--- config.mk ---
export PLATFORM = sky130hd
export DESIGN_NAME = snax_csr_req_buffer
export DESIGN_NICKNAME = d
export VERILOG_FILES = /design/src/rtl/snax_csr_req_buffer.sv
export SDC_FILE = /design/constraint.sdc
export NUM_CORES = 1
export LEC_CHECK = 0
export ABC_AREA = 1
export BUFFER_PORTS_ARGS = -buffer_cell sky130_fd_sc_hd__buf_2
export CORE_UTILIZATION = 55
export CTS_CLUSTER_SIZE = 40
export DETAILED_ROUTE_END_ITERATION = 6
export PLACE_DENSITY = 0.8
export SLEW_MARGIN = 25
export SYNTH_ARGS = -nofsm -noshare
export SYNTH_HDL_FRONTEND = slang
export SYNTH_SLANG_ARGS = --single-unit
--- constraint.sdc ---
create_clock -name clk_i -period 4.45 [get_ports clk_i]
set_input_delay 0 -clock clk_i [delete_from_list [all_inputs] [get_ports clk_i]]
set_output_delay 0 -clock clk_i [all_outputs]
set_load 0.01 [all_outputs]
--- src/rtl/snax_csr_req_buffer.sv ---
// snax_csr_req_buffer
// Decoupling buffer on the simplified CSR channel. Requests are queued in an
// in-order FIFO. Reads issue downstream only when the response FIFO has a slot
// reserved for their data, so the downstream response path never stalls.
// idle_o reports that nothing is queued, in flight, or waiting upstream.

module snax_csr_req_buffer #(
  parameter int unsigned ReqDepth = 4,
  parameter int unsigned RspDepth = 2
) (
  input  logic        clk_i,
  input  logic        rst_ni,

  input  logic [31:0] up_req_data_i,
  input  logic [31:0] up_req_addr_i,
  input  logic        up_req_write_i,
  input  logic        up_req_valid_i,
  output logic        up_req_ready_o,

  output logic [31:0] up_rsp_data_o,
  output logic        up_rsp_valid_o,
  input  logic        up_rsp_ready_i,

  output logic [31:0] dn_req_data_o,
  output logic [31:0] dn_req_addr_o,
  output logic        dn_req_write_o,
  output logic        dn_req_valid_o,
  input  logic        dn_req_ready_i,

  input  logic [31:0] dn_rsp_data_i,
  input  logic        dn_rsp_valid_i,
  output logic        dn_rsp_ready_o,

  output logic        idle_o,
  output logic        stray_rsp_o
);

  localparam int unsigned ReqAw = $clog2(ReqDepth);
  localparam int unsigned ReqPw = ReqAw + 1;
  localparam int unsigned RspAw = $clog2(RspDepth);
  localparam int unsigned RspPw = RspAw + 1;
  localparam int unsigned RspIw = (RspAw > 0) ? RspAw : 1;
  localparam int unsigned OutW  = RspAw + 1;

  // Pointers differ only in the wrap bit exactly when the FIFO is full.
  localparam logic [ReqPw-1:0] ReqFullXor = ReqPw'(ReqDepth);
  localparam logic [RspPw-1:0] RspFullXor = RspPw'(RspDepth);
  localparam logic [OutW:0]    CreditMax  = (OutW + 1)'(RspDepth);

  // ---------------------------------------------------------------------------
  // Request FIFO state
  // ---------------------------------------------------------------------------
  logic [31:0]      req_data_q  [ReqDepth];
  logic [31:0]      req_addr_q  [ReqDepth];
  logic             req_write_q [ReqDepth];
  logic [ReqPw-1:0] req_wr_ptr_q;
  logic [ReqPw-1:0] req_rd_ptr_q;
  logic [ReqAw-1:0] req_wr_idx;
  logic [ReqAw-1:0] req_rd_idx;
  logic             req_empty;
  logic             req_full;
  logic             req_push;
  logic             req_pop;
  logic             head_write;

  // ---------------------------------------------------------------------------
  // Response FIFO and credit state
  // ---------------------------------------------------------------------------
  logic [31:0]      rsp_data_q [RspDepth];
  logic [RspPw-1:0] rsp_wr_ptr_q;
  logic [RspPw-1:0] rsp_rd_ptr_q;
  logic [RspIw-1:0] rsp_wr_idx;
  logic [RspIw-1:0] rsp_rd_idx;
  logic [RspPw-1:0] rsp_count;
  logic             rsp_empty;
  logic             rsp_full;
  logic             rsp_push;
  logic             rsp_pop;

  logic [OutW-1:0]  outstanding_q;
  logic [OutW:0]    credit_sum;
  logic             read_credit_ok;
  logic             read_issue;
  logic             no_outstanding;

  assign req_wr_idx = req_wr_ptr_q[ReqAw-1:0];
  assign req_rd_idx = req_rd_ptr_q[ReqAw-1:0];
  assign req_empty  = (req_wr_ptr_q == req_rd_ptr_q);
  assign req_full   = ((req_wr_ptr_q ^ req_rd_ptr_q) == ReqFullXor);

  // A single-entry response FIFO has no index bits; its only slot is 0.
  if (RspAw == 0) begin : g_rsp_idx_single
    assign rsp_wr_idx = '0;
    assign rsp_rd_idx = '0;
  end else begin : g_rsp_idx_multi
    assign rsp_wr_idx = rsp_wr_ptr_q[RspIw-1:0];
    assign rsp_rd_idx = rsp_rd_ptr_q[RspIw-1:0];
  end

  assign rsp_empty = (rsp_wr_ptr_q == rsp_rd_ptr_q);
  assign rsp_full  = ((rsp_wr_ptr_q ^ rsp_rd_ptr_q) == RspFullXor);
  assign rsp_count = rsp_wr_ptr_q - rsp_rd_ptr_q;

  // Reads in flight plus responses still buffered must fit the response FIFO.
  // This sum only grows when a read is accepted downstream, so once the gate
  // opens for the head it stays open until that head is taken.
  assign credit_sum     = {1'b0, outstanding_q} + (OutW + 1)'(rsp_count);
  assign read_credit_ok = (credit_sum < CreditMax);
  assign no_outstanding = (outstanding_q == '0);

  assign head_write     = req_write_q[req_rd_idx];

  assign up_req_ready_o = !req_full;
  assign dn_req_valid_o = !req_empty && (head_write || read_credit_ok);
  assign dn_req_data_o  = req_empty ? 32'h0 : req_data_q[req_rd_idx];
  assign dn_req_addr_o  = req_empty ? 32'h0 : req_addr_q[req_rd_idx];
  assign dn_req_write_o = req_empty ? 1'b0  : head_write;

  assign up_rsp_valid_o = !rsp_empty;
  assign up_rsp_data_o  = rsp_empty ? 32'h0 : rsp_data_q[rsp_rd_idx];

  assign dn_rsp_ready_o = rst_ni;
  assign stray_rsp_o    = rst_ni && dn_rsp_valid_i && no_outstanding;

  assign req_push   = up_req_valid_i && up_req_ready_o;
  assign req_pop    = dn_req_valid_o && dn_req_ready_i;
  assign read_issue = req_pop && !head_write;
  assign rsp_push   = dn_rsp_valid_i && !no_outstanding;
  assign rsp_pop    = up_rsp_valid_o && up_rsp_ready_i;

  assign idle_o = req_empty && no_outstanding && rsp_empty;

  // Request FIFO pointers; reset flushes any queued requests.
  always_ff @(posedge clk_i) begin
    if (!rst_ni) begin
      req_wr_ptr_q <= '0;
      req_rd_ptr_q <= '0;
    end else begin
      if (req_push) req_wr_ptr_q <= req_wr_ptr_q + ReqPw'(1);
      if (req_pop)  req_rd_ptr_q <= req_rd_ptr_q + ReqPw'(1);
    end
  end

  // Request storage; contents are only observed through valid pointers.
  always_ff @(posedge clk_i) begin
    if (req_push) begin
      req_data_q[req_wr_idx]  <= up_req_data_i;
      req_addr_q[req_wr_idx]  <= up_req_addr_i;
      req_write_q[req_wr_idx] <= up_req_write_i;
    end
  end

  // Count reads issued downstream whose response has not yet come back.
  always_ff @(posedge clk_i) begin
    if (!rst_ni) begin
      outstanding_q <= '0;
    end else begin
      unique case ({read_issue, rsp_push})
        2'b10:   outstanding_q <= outstanding_q + OutW'(1);
        2'b01:   outstanding_q <= outstanding_q - OutW'(1);
        default: outstanding_q <= outstanding_q;
      endcase
    end
  end

  // Response FIFO pointers; stray responses never touch them.
  always_ff @(posedge clk_i) begin
    if (!rst_ni) begin
      rsp_wr_ptr_q <= '0;
      rsp_rd_ptr_q <= '0;
    end else begin
      if (rsp_push) rsp_wr_ptr_q <= rsp_wr_ptr_q + RspPw'(1);
      if (rsp_pop)  rsp_rd_ptr_q <= rsp_rd_ptr_q + RspPw'(1);
    end
  end

  // Response storage.
  always_ff @(posedge clk_i) begin
    if (rsp_push) rsp_data_q[rsp_wr_idx] <= dn_rsp_data_i;
  end

  // Reservation must make response overflow impossible.
  a_rsp_no_overflow : assert property (@(posedge clk_i) disable iff (!rst_ni)
    rsp_push |-> !rsp_full);

  // Credits never exceed response capacity.
  a_credit_bound : assert property (@(posedge clk_i) disable iff (!rst_ni)
    credit_sum <= CreditMax);

  // A presented downstream request holds until it is taken.
  a_dn_req_hold : assert property (@(posedge clk_i) disable iff (!rst_ni)
    dn_req_valid_o && !dn_req_ready_i |=> dn_req_valid_o && $stable(dn_req_addr_o)
                                         && $stable(dn_req_data_o) && $stable(dn_req_write_o));

endmodule
=== Word level (Yosys, flattened, before mapping) ===
Memory sizes are Yosys's and may differ from the RTL's. A register that Yosys moved wholly into a read port is not among the register bits.
Index checks and enable logic that the tools add are counted.

* Register bits: 12
* Bits in writable memories: 324
* Input bits: 103
* Output and inout bits: 103
* Word-level logic and storage cells: 59
* Memories: 4

* $add $sub $neg: 8
* Order comparisons: 1
* Eq/ne operators: 5
* Multiplexer cells: 17
* Bitwise gates (word level): 1
* Reductions and logical operators: 18

{| class="wikitable"
|+ Memories
! name !! depth !! width !! read ports !! clocked after Yosys merged registers in !! write ports !! line !! text
|-
| req_addr_q || 4 || 32 || 1 || 1 || 1 || 54 || <nowiki>logic [31:0] req_addr_q [ReqDepth];</nowiki>
|-
| req_data_q || 4 || 32 || 1 || 1 || 1 || 53 || <nowiki>logic [31:0] req_data_q [ReqDepth];</nowiki>
|-
| rsp_data_q || 2 || 32 || 1 || 1 || 1 || 69 || <nowiki>logic [31:0] rsp_data_q [RspDepth];</nowiki>
|-
| req_write_q || 4 || 1 || 1 || 1 || 1 || 55 || <nowiki>logic req_write_q [ReqDepth];</nowiki>
|}

{| class="wikitable"
|+ Operator list
! cell !! count
|-
| two-way mux 32 bit || 3
|-
| two-way mux 2 bit || 6
|-
| logical AND 1 bit || 10
|-
| two-way mux 1 bit || 7
|-
| adder 2 x 1 -> 2 bit, second input constant || 3
|-
| adder 3 x 1 -> 3 bit, second input constant || 2
|-
| zero test 1 bit || 5
|-
| one-hot mux 2 bit (2 select lines) || 1
|-
| adder 2 x 2 -> 3 bit || 1
|-
| == test 3 bit || 1
|-
| == test 3 bit, second input constant || 1
|-
| < comparator 3 x 2 -> 1 bit, second input constant || 1
|-
| bitwise XOR 3 bit || 1
|-
| == test 2 x 1 -> 1 bit, second input constant || 1
|-
| == test 2 bit || 1
|-
| == test 2 bit, second input constant || 1
|-
| zero test 2 bit || 1
|-
| nonzero test 2 bit || 1
|-
| subtractor 2 x 1 -> 2 bit, second input constant || 1
|-
| subtractor 2 bit || 1
|-
| logical OR 1 bit || 1
|}

=== Depth between registers and ports, before layout ===
Gate-level depths: netlist (run 1).

* Depth in word-level cells: 9
* Gate-level depth with buffers: 15
* Depth with buffers taken out: 15

=== Worst setup path after synthesis (run 1) ===
OpenSTA, ideal clock, no wires.

* Path type: reg-to-reg
* Start point: reg req_wr_ptr_q[1]
* End point: mem req_addr_q[0][0], enable pin
* Data arrival time: 3,626 ps
* Required time: 3,961 ps
* Setup slack: 336 ps
* Stages on the path, launching flop included: 7
* Buffers on the path: 0
* Period minus slack after synthesis: 4,114 ps
* Path through: dfxtp_1 > inv_1 > nand2_1 > nand2_1 > nand3b_1 > nand2_1 > nor2_1

* Longest elaborated chain between the ends: 6

{| class="wikitable"
|+ Ends and longest elaborated chain
! what !! line !! text
|-
| start: declaration || 56 || <nowiki>logic [ReqPw-1:0] req_wr_ptr_q;</nowiki>
|-
| start signal: assignment || 139 || <nowiki>if (req_push) req_wr_ptr_q <= req_wr_ptr_q + ReqPw'(1);</nowiki>
|-
| bitwise XOR 3 bit || 89 || <nowiki>assign req_full = ((req_wr_ptr_q ^ req_rd_ptr_q) == ReqFullXor);</nowiki>
|-
| == test 3 bit || 89 ||
|-
| zero test 1 bit || 113 || <nowiki>assign up_req_ready_o = !req_full;</nowiki>
|-
| via up_req_ready_o || 18 || <nowiki>output logic up_req_ready_o,</nowiki>
|-
| logical AND 1 bit || 125 || <nowiki>assign req_push = up_req_valid_i && up_req_ready_o;</nowiki>
|-
| two-way mux 1 bit || 146 || <nowiki>if (req_push) begin</nowiki>
|-
| two-way mux 1 bit (not written as such) || 148 || <nowiki>req_addr_q[req_wr_idx] <= up_req_addr_i;</nowiki>
|-
| end: declaration || 54 ||
|}

The timed path passes the listed nets, and every way through them passes these cells.

==> results.txt, run 1 <==
The effective utilization at floorplan is 55.8%. Setup total negative slack on the finished layout was measured at 0 ps. The die area came out at 25200 sq um. The area of the core is 24200 sq um. The post-route netlist has 22.7% of its cells at a drive strength greater than 1. The final number of setup-violating endpoints is 0. The die boundary width is 159 um. The commonest register cell after synthesis is sky130_fd_sc_hd__edfxtp_1. The area growth from synthesis to layout is 25.1%.

The run finished with clean final reports. Sorting the synthesized cells by how often they occur yields sky130_fd_sc_hd__edfxtp_1, sky130_fd_sc_hd__nor2_1, sky130_fd_sc_hd__nand2_1. The instance count of the mapped netlist came out at 1050. The post-layout net count is 1462.

The CTS buffer count is 35. Summing over every cut layer, the via total after detailed routing is 9312. The I/O pin count is 206. After synthesis the netlist holds a flip-flop and latch count of 339. The largest fanout on the critical path came out at 88. The last weighted congestion value of the routability-driven placer is 0.779. The pin count of the biggest net entering global routing is 89.

The total routing usage reported by global routing is 24.9%. In this run the static leakage power is 0.00696 uW. The first-pass GRT wire length came out at 49.5 mm.

The final period utilization came out at 72.0%. The dominant cell by count in the synthesized netlist is sky130_fd_sc_hd__edfxtp_1. Dividing the detail-routed wire length by the instance count gives 18.6 um. The first-iteration detailed-routing DRC count came out at 837. During synthesis, Yosys emitted a total of 0 warnings. The clock reaches the later pin of the worst-skew pair after 520 ps. The endpoint kind of the worst setup timing path is an output port. The number of hold violations in the final report was 0. The residual overflow from global routing is 0. The tree is rooted in a sky130_fd_sc_hd__clkbuf_16.

The maximum ir drop on the vdd rail is 419 uV. The arrival time of the worst setup path is 3200 ps. The number of cell rows is 57. After synthesis, the cell types taking the most area are sky130_fd_sc_hd__edfxtp_1, sky130_fd_sc_hd__nor2_1, sky130_fd_sc_hd__nand2_1, sky130_fd_sc_hd__inv_1, sky130_fd_sc_hd__o22ai_1. The total number of clock tree sinks is 339. The deepest level of the CTS H-tree is 2. Setup repair after global routing left no endpoint under its margin.

The shortest clock period the worst path allows after layout came out at 3200 ps. Summed over all nets, the half-perimeter wirelength after detailed placement is 17.1 mm. For this design the ratio of total power to cell area is 583 nW/um^2. Timing would allow up to 312 MHz. The max-slew violation count came to 0.

The worst slew slack as a fraction of its limit came out at 36.3%. The tool flagged a number of max-cap violations equal to 0. The fraction of the core area covered by cells at the end of the flow is 69.8%. The clock transition at the registers of the reported paths is 60 ps.

The floorplan die height came out at 159 um. The clock tree from TritonCTS is built. The post-route antenna net violation count came out at 0. For this run, the detailed router's first-pass iteration total came to 5.

The overall routed net length is 31.6 mm. The number of synthesized flops with an enable pin is 324. For the pin with the worst max-slew slack, the measured transition is 955 ps. The min-delay analysis places its worst path in the category in -> reg. The routed via count divided by cell count came out at 5.48.

Summed over all instances, the cell type with the most area after synthesis is sky130_fd_sc_hd__edfxtp_1. In the routed design, unresolved DRC markers number 0. The number of antenna diodes in the final layout is 0. The data required time of the worst path is 4450 ps.

The design draws 9870 uW. The synthesized design devotes to its leading area cell type 72.0% of total area. In this run the deepest clock path goes through 3 buffers. The worst setup path is launched from a register. The count of input and output buffers came out at 205. The fraction of synthesis flops using an asynchronous set or reset pin came out at 0%. The number of global-route vias before repair is 9513. The post-synthesis average cell area came out at 12.9 sq um. The synthesized cell area is 13500 sq um.

The number of antenna violations at the first check in global routing came out at 0. The clock arrives with 21.9 ps of skew. When the netlist entered floorplanning its net count stood at 1161. By startpoint and endpoint, the worst setup path is classified as reg -> out. The share of synthesized area occupied by flip-flops and latches came out at 74.2%. The unique cell type count in the Yosys netlist came out at 29. The number of setup buffers added after CTS is 0.
path summary, 6_finish.rpt:
kind,from,to,slack (ps),cells after the start
setup / recovery,register,dn_req_data_o[31],1250,7
hold / removal,up_req_valid_i,req_wr_ptr_q[2],100,4
hold reg to reg,rsp_rd_ptr_q[1],rsp_rd_ptr_q[1],510,2
setup reg to reg,rsp_wr_ptr_q[1],outstanding_q[1],1730,13
per-layer routing:
metal,global-route usage [%],routed length (um)
met1,31.6,12800
met2,42.8,15700
met3,4.47,2250
met4,9.53,877
met5,0,0
registers in the layout (all words and copies together) (netlist names), named ones only:
name / count
rsp_data_q: 64
req_rd_ptr_q: 3
rsp_wr_ptr_q: 2
req_write_q: 4
req_data_q: 128
req_wr_ptr_q: 3
outstanding_q: 2
req_addr_q: 128
rsp_rd_ptr_q: 2
per-stage QoR:
stage                     setup slack, ps  cell area (sq um)  hold WS, ps  std cells
after detailed placement             1750              14800          191       1535
after CTS                            1300              16900         83.3       1698
after global placement               1820              14800          188       1535
final                                1250              16900         96.6       1699
after floorplan                       336              13500         91.8       1050
after global routing                 1020              16900          134       1699
power breakdown:
part	internal [uW]	switching (uW)
clock network	1570	1170
logic	1150	2080
registers	3750	155
total	6470	3400
area by class of cell:
class	instances	area, sq um
clock inverters	16	140
fillers	1556	7330
inverters	118	445
clock buffers	45	913
repair buffers	321	2180
well taps	324	405
flip-flops and latches	339	10000
multi-input cells	536	2790
logic make-up (layout without fill, tap and decap cells):
group	after synthesis	after routing	share of synthesized area [%]
AOI/OAI and AO/OA	201	201	8.03
adders and majority gates	8	8	0.796
buffers and inverters	175	500	5.47
xor gates and xnor gates	8	8	0.518
and+or+nand+nor	287	287	8.34
DFF	339	339	74.2
muxes	32	32	2.67
cell usage in the layout (no fill, tap or decap), types with 32 or more instances in the layout:
cell                            netlist  final
sky130_fd_sc_hd__buf_2               18    205
sky130_fd_sc_hd__clkbuf_16            0     35
sky130_fd_sc_hd__dlygate4sd3_1        0    102
sky130_fd_sc_hd__edfxtp_1           324    324
sky130_fd_sc_hd__inv_1              117    116
sky130_fd_sc_hd__mux2_2              32     32
sky130_fd_sc_hd__nand2_1            120    120
sky130_fd_sc_hd__nor2_1             150    146
sky130_fd_sc_hd__o21ai_0             53     53
sky130_fd_sc_hd__o21ai_1             79     79
sky130_fd_sc_hd__o22ai_1             64     64
worst max-delay path, cell delays in order (launching register included):
cell                      delay [ps]
sky130_fd_sc_hd__dfxtp_4         560
sky130_fd_sc_hd__inv_4           440
sky130_fd_sc_hd__buf_4           820
sky130_fd_sc_hd__o21ai_0         270
sky130_fd_sc_hd__o22ai_1         260
sky130_fd_sc_hd__nand2_1          90
sky130_fd_sc_hd__inv_1            90
sky130_fd_sc_hd__buf_2           130
timing repair:
action,4_1_cts,5_1_grt
gates resized for setup,0,0
hold endpoints to repair,337,0
hold buffers,102,0
Note: power is estimated with default switching activity, not from simulation.
==> run 2, diff against run 1 <==
- CORE_UTILIZATION: 55 -> 51
- PLACE_DENSITY: 0.8 -> 0.78
- clock period: 4.45 -> 2.81 ns (I/O delays scaled with it)
==> results.txt, run 2 (synthesis results as in run 1) <==
The data required time of the worst path came out at 3190 ps (-1260 ps). The insertion delay to the later sink of the worst-skew pair came out at 510 ps (about the same). The clock transition at the registers of the reported paths came out at 60 ps (about the same). The startpoint identified for the worst hold timing path is dn_rsp_valid_i. The max-slew violation count was 0 (unchanged). TritonCTS built the clock tree. The biggest cell delay along the critical path is 420 ps (-400 ps).

The maximum achievable frequency came out at 377 MHz. By startpoint and endpoint, the worst setup path is classified as reg -> reg. The maximum buffer depth of the clock tree is 3 (unchanged). The total of max-cap violations came out at 0 (unchanged).

The number of setup buffers added after CTS is 0 (unchanged). The shortest clock period the worst path allows after layout came out at 2650 ps. The routed via count divided by cell count was 5.24 (-4.4%).

The last weighted congestion value of the routability-driven placer is 0.776 (-0.36%). The residual overflow from global routing is 0 (unchanged). The largest fanout on the critical path came out at 4 (-95%). The area of the core came to 26100 sq um (+7.5%).

The number of antenna violations at the first check in global routing is 3 (+3). The total number of clock tree sinks came out at 339 (unchanged). The total via count in the routed design came to 8993 (-3.4%). The overall routed net length came out at 30.1 mm (-4.8%). The post-route antenna net violation count is 0 (unchanged).

The total iterations of the first detailed-routing run came out at 5 (unchanged). The count of input and output buffers is 205 (unchanged). The fraction of power consumed by combinational cells was 33.5% (+0.9 points). The die boundary width is 165 um (+3.8%). The switching power as a share of total power came out at 34.0% (-0.46 points). The die area came to 27200 sq um (+7.7%).

The pin count of the biggest net entering global routing came to 81 (-9.0%). The number of global-route vias before repair came to 9062 (-4.7%). Traced cell by cell, the critical path runs through inv_1, ha_1, nor2_1, fa_1, or2_2, nand2_2, nand2_1, inv_1, nand3_1, ha_1, nor2_1, and3_1, nor3_1. The cell with the biggest individual delay on the critical path is sky130_fd_sc_hd__fa_1. The maximum ir drop on the vdd rail came out at 802 uV (+91%).

The post-layout net count came out at 1467 (+0.34%). The startpoint identified for the worst register-to-register timing path is rsp_wr_ptr_q[0]. The total half-perimeter wirelength after legalization and detailed placement came out at 16.4 mm (-4.1%). The endpoint kind of the worst setup timing path is a register.

The final number of setup-violating endpoints was 0 (unchanged). The deepest level of the CTS H-tree was 2 (unchanged). The number of hold violations in the final report came out at 0 (unchanged).

The clock tree skew after final layout came out at 12.4 ps (-9.51 ps). The layout filler cell count is 1849 (+19%). The critical path starts at rsp_wr_ptr_q[0]. The total routing usage reported by global routing came to 22.2% (-2.7 points). The arrival time of the worst setup path came out at 3030 ps (-170 ps). The layout-stage area growth over the synthesis result is 25.9%.

The power density over cell area is 917 nW/um^2 (+57%). The net load switching power is 5310 uW (+56%). The sequential share of power came out at 38.8% (-0.8 points). The footprint of the multi-input gates came out at 2810 sq um (+0.49%). The CTS buffer count is 36 (+2.9%).

The I/O pin count is 206 (unchanged). The first-pass GRT wire length is 46.5 mm (-6.2%). The total negative setup slack is 0 ps (unchanged). The register area came out at 10000 sq um (about the same). The largest registers in the layout are req_addr_q x128, req_data_q x128, rsp_data_q x64. The number of cell rows was 59 (+3.5%).

The class of the most critical hold timing path is in -> reg. The internal power is 10300 uW (+59%). Leaving out fill and tap cells, the most frequent cell in the layout is sky130_fd_sc_hd__edfxtp_1. The worst slew slack as a fraction of its limit came out at 45.5% (+9.2 points). The share of cells above drive strength 1 came out at 23.4% (+0.68 points). The first-iteration detailed-routing DRC count is 803 (-4.1%). Broken down by cell family, the worst path's largest delay share belongs to adder cells. The transition time at the pin with the least slew margin is 818 ps (-138 ps). The floorplan die height came out at 165 um (+3.8%). The run finished with clean final reports.

The total power after layout is 15600 uW (+58%). Setup repair after global routing left no endpoint under its margin. The top cell types in the final layout, fill and taps aside, are sky130_fd_sc_hd__edfxtp_1, sky130_fd_sc_hd__buf_2, sky130_fd_sc_hd__nor2_1.

The cell leakage power is 0.00700 uW (+0.59%). The remaining design rule violation count came to 0 (unchanged). The wire length per cell after detailed routing came out at 17.5 um (-5.7%). The tree is rooted in a sky130_fd_sc_hd__clkbuf_16. STA classifies the critical path startpoint as a register. The number of buffer and inverter stages on the critical path was 2 (-2). The part of the total power dissipated in the clock network is 27.7% (about the same).

The final period utilization came out at 94.3%. The effective utilization at floorplan came out at 51.9% (-3.9 points).
[run 2: changes by cell type in the layout (fill, tap and decap cells not counted), sizes merged]
cell	before	now
diode	0	3
clkinvlp	1	0
buf	219	225
inv	122	121
bufinv	2	1
clkbuf	45	44
dlygate4sd3	102	100
clkinv	9	12
[run 2: power groups by stage]
stage	clock, uW	sequential [uW]	combinational (uW)
final	4320	6060	5230
after global routing	4600	6100	5820
after CTS	4390	6070	5210
after detailed placement	0	6170	5070
after global placement	0	6150	4970
after floorplan	0	6130	3310
[run 2: path summary, 6_finish.rpt]
check                           slack [ps]               end  cells past startpoint
worst max-delay path                   160  outstanding_q[1]                     13
worst min-delay path                    70   rsp_wr_ptr_q[0]                      5
worst max register to register         160  outstanding_q[1]                     13
worst min register to register         510   req_rd_ptr_q[2]                      2
[run 2: routing by layer]
metal / global-route usage (%) / vias to the layer above / wire length (um)
li1: - / 4289 / -
met4: 7.01 / 0 / 655
met3: 4.92 / 52 / 2190
met1: 27.5 / 4308 / 12100
met5: 0 / - / 0
met2: 38.8 / 344 / 15200
[run 2: timing repair]
item,CTS,global route
endpoints found under the setup margin,0,1
endpoints found under the hold margin,337,0
hold buffers,100,0
gates resized for setup,0,2
[run 2: worst reg2reg max path: stages, from the launching register on]
cell and delay [ps]:
sky130_fd_sc_hd__dfxtp_2 360, sky130_fd_sc_hd__inv_1 50, sky130_fd_sc_hd__ha_1 310, sky130_fd_sc_hd__nor2_1 140, sky130_fd_sc_hd__fa_1 420, sky130_fd_sc_hd__or2_2 290
sky130_fd_sc_hd__nand2_2 90, sky130_fd_sc_hd__nand2_1 50, sky130_fd_sc_hd__inv_1 60, sky130_fd_sc_hd__nand3_1 80, sky130_fd_sc_hd__ha_1 310, sky130_fd_sc_hd__nor2_1 160
sky130_fd_sc_hd__and3_1 170, sky130_fd_sc_hd__nor3_1 40
[run 2: area by class of cell]
| class | instances | share of cell area, % |
|---|---|---|
| inverter | 118 | 2.62 |
| clock inverter | 16 | 0.640 |
| tap | 335 | 2.46 |
| timing repair buffer | 325 | 13.2 |
| multi-input combinational | 536 | 16.5 |
| clock buffer | 44 | 5.60 |
| sequential | 339 | 59.0 |
| antenna | 3 | 0.0441 |
[run 2: stage by stage]
step	setup slack, ps	utilization (%)	hold slack, ps	area (sq um)	std cells
2_1_floorplan	-261	-	91.8	13500	1050
3_3_place_gp	182	57.3	188	14900	1553
3_5_place_dp	141	57.3	193	14900	1553
4_1_cts	107	65.2	56.9	17000	1713
5_1_grt	15.4	65.3	79.0	17000	1716
6_report	159	65.3	68.1	17000	1716
==> run 3, diff against run 2 <==
- CORE_UTILIZATION: 51 -> 55
- PLACE_DENSITY: 0.78 -> 0.8
- clock period: 2.81 -> 3.3 ns (I/O delays scaled with it)
==> results.txt, run 3 (synthesis results as in run 1) <==
The transition time at the pin with the least slew margin is 747 ps (-70.9 ps). The part of the total power dissipated in the clock network was 27.9% (+0.2 points). The count of cells along the worst hold path is 4 (-1). The non-filler instance count after layout was 1700 (-0.93%). The internal power is 8740 uW (-15%). The master cell of the clock root buffer is sky130_fd_sc_hd__clkbuf_16. The post-layout net count is 1464 (-0.20%). The CTS buffer count is 35 (-2.8%).

The count of input and output buffers came out at 205 (unchanged). Walking the worst path, the cells encountered are inv_1, ha_1, xor2_1, inv_1, fa_1, or2_2, nand2_2, nand3_2, nand2_1, nand2_1, dlygate4sd3_1, nor2_1. The pin count of the biggest net entering global routing came out at 73 (-9.9%). The post-route antenna net violation count came out at 0 (unchanged). The layout filler cell count came out at 1660 (-10%).

The floorplan die height was 159 um (-3.7%). The total number of clock tree sinks came out at 339 (unchanged). Setup repair after global routing left no endpoint under its margin. The total routing usage reported by global routing was 23.1% (+0.86 points). The library cells used most frequently in the layout, excluding fill and tap cells, are sky130_fd_sc_hd__edfxtp_1, sky130_fd_sc_hd__buf_2, sky130_fd_sc_hd__nor2_1. The maximum achievable frequency came out at 373 MHz (-1.3%). The class of the most critical hold timing path is in -> reg. In this design, the largest share of critical-path delay is due to simple AND/OR/NAND/NOR gates.

The residual overflow from global routing came to 0 (unchanged). The shortest clock period the worst path allows after layout is 2680 ps (+33.6 ps). The register area came to 10000 sq um (unchanged). The deepest level of the CTS H-tree is 2 (unchanged).

The die boundary width is 159 um (-3.7%). The largest registers in the layout are req_addr_q x128, req_data_q x128, rsp_data_q x64. The clock transition at the registers of the reported paths is 60 ps (about the same).

The switching power as a share of total power is 33.7% (-0.28 points). The overall routed net length is 29.1 mm (-3.3%). The total of max-cap violations came out at 0 (unchanged).

The total iterations of the first detailed-routing run is 5 (unchanged). The worst slew slack as a fraction of its limit is 50.2% (+4.7 points). The effective utilization at floorplan came out at 55.8% (+3.9 points). The max-slew violation count is 0 (unchanged). The power density over cell area came out at 778 nW/um^2 (-15%). The sequential share of power came out at 39.9% (+1.1 points).

The library cell used most frequently in the layout, excluding fill and tap cells, is sky130_fd_sc_hd__edfxtp_1. The largest fanout on the critical path came out at 5 (+1). The wire length per cell after detailed routing was 17.1 um (-2.4%). The maximum buffer depth of the clock tree is 3 (unchanged). The cell with the biggest individual delay on the critical path is sky130_fd_sc_hd__dlygate4sd3_1. The maximum ir drop on the vdd rail came out at 606 uV (-24%).

The internal reg-to-reg setup slack is 620 ps (+460 ps). The number of setup buffers added after CTS came out at 0 (unchanged). The remaining design rule violation count came out at 0 (unchanged). The routed via count divided by cell count was 5.30 (+1.2%). The clock tree skew after final layout is 21.5 ps (+9.09 ps). The biggest cell delay along the critical path is 550 ps (+130 ps). The number of cell instances on the worst register-to-register path is 12 (-1). The reg-to-reg startpoint is rsp_wr_ptr_q[0]. The last weighted congestion value of the routability-driven placer came to 0.771 (-0.57%).

The path with the worst hold slack has its endpoint at req_wr_ptr_q[2]. The placed instance count is 1538 (-0.97%). The total half-perimeter wirelength after legalization and detailed placement came to 15.7 mm (-4.2%).

The number of buffer and inverter stages on the critical path is 3 (+1). The fraction of power consumed by combinational cells was 32.2% (-1.3 points). The data required time of the worst path is 3720 ps (+530 ps). The clock tree from TritonCTS is built. The run finished with clean final reports. STA classifies the critical path startpoint as a register. The source of the worst hold timing path is up_req_valid_i. The net load switching power came to 4440 uW (-16%). The endpoint kind of the worst setup timing path is a register. The terminus of the critical flop-to-flop path is req_rd_ptr_q[1]. The number of hold violations in the final report is 0 (unchanged). The first-pass GRT wire length is 46.2 mm (-0.61%). The final number of setup-violating endpoints came out at 0 (unchanged). The critical path is of the reg -> reg type. The number of antenna violations at the first check in global routing is 1 (-2). The first-iteration detailed-routing DRC count is 626 (-22%). The I/O pin count was 206 (unchanged).

The footprint of the multi-input gates is 2800 sq um (-0.13%). The number of cell rows came out at 57 (-3.4%). The final period utilization is 81.3% (-13 points). The die area is 25200 sq um (-7.2%).

The arrival time of the worst setup path came to 3110 ps (+80 ps). The area of the core is 24200 sq um (-6.9%). The total via count in the routed design was 9014 (+0.23%).

The layout-stage area growth over the synthesis result came out at 25.3%. The share of cells above drive strength 1 was 23.1% (-0.31 points). The total power after layout came out at 13200 uW (-16%). The number of global-route vias before repair came out at 9244 (+2.0%). The insertion delay to the later sink of the worst-skew pair is 520 ps (about the same). The cell leakage power came out at 0.00697 uW (-0.45%).
-- run 3: cell count changes in the layout (fill, tap and decap cells not counted), sizes merged --
cell         before  now
buf             225  221
clkinv           12   10
diode             3    1
dlygate4sd3     100  102
bufinv            1    2
clkbuf           44   45
inv             121  120
-- run 3: worst max-delay path by stage --
stage                         start                to  slack [ps]  depth (start not counted)
global route        rsp_wr_ptr_q[0]          register         330                         12
detailed placement  rsp_wr_ptr_q[0]  outstanding_q[1]         610                         13
global placement    rsp_wr_ptr_q[0]  outstanding_q[1]         700                         13
floorplan           req_wr_ptr_q[1]  req_addr_q[0][0]        -810                          6
CTS                 rsp_wr_ptr_q[0]          register          90                         12
finish              rsp_wr_ptr_q[0]   req_rd_ptr_q[1]         620                         12
-- run 3: cell type report --
class,instances,area share [%]
flip-flops and latches,339,59.2
multi-input cells,536,16.5
repair buffers,323,12.9
clock buffers,45,5.39
inverters,118,2.63
well taps,324,2.39
clock inverters,14,0.945
diodes,1,0.0148
-- run 3: what timing repair did --
action,4_1_cts,5_1_grt
hold buffers,103,0
setup endpoints to repair,0,2
gates resized for setup,0,3
hold endpoints to repair,337,0
-- run 3: routing by layer --
layer	routed length [um]	GRT usage (%)	vias up	share of wire, %
met2	14900	41.1	338	51
met4	534	7.63	0	1.8
met1	11800	28.1	4351	40
met5	0	0	-	0
met3	1870	4.65	43	6.4
li1	-	-	4282	-
-- run 3: power groups by stage --
stage | Sequential [uW] | Combinational [uW] | Clock, uW
final | 5260 | 4250 | 3680
after global routing | 5290 | 4710 | 3920
after CTS | 5260 | 4240 | 3740
after detailed placement | 5350 | 4100 | 0
after global placement | 5340 | 4010 | 0
after floorplan | 5230 | 2810 | 0
-- run 3: tightest hold or removal path, stage by stage --
cell and delay, ps:
sky130_fd_sc_hd__buf_2 100, sky130_fd_sc_hd__nand2_1 290, sky130_fd_sc_hd__nand2_1 150, sky130_fd_sc_hd__a21oi_1 60
-- run 3: stage by stage --
stage	hold WS (ps)	setup WS (ps)	cell area, sq um	setup TNS (ps)	utilization, %
6_report	133	615	16900	0	69.9
2_1_floorplan	91.8	-814	13500	-211700	-
3_3_place_gp	187	697	14800	0	61.2
5_1_grt	149	332	16900	0	69.9
3_5_place_dp	191	609	14800	0	61.2
4_1_cts	112	93.0	16900	0	69.9
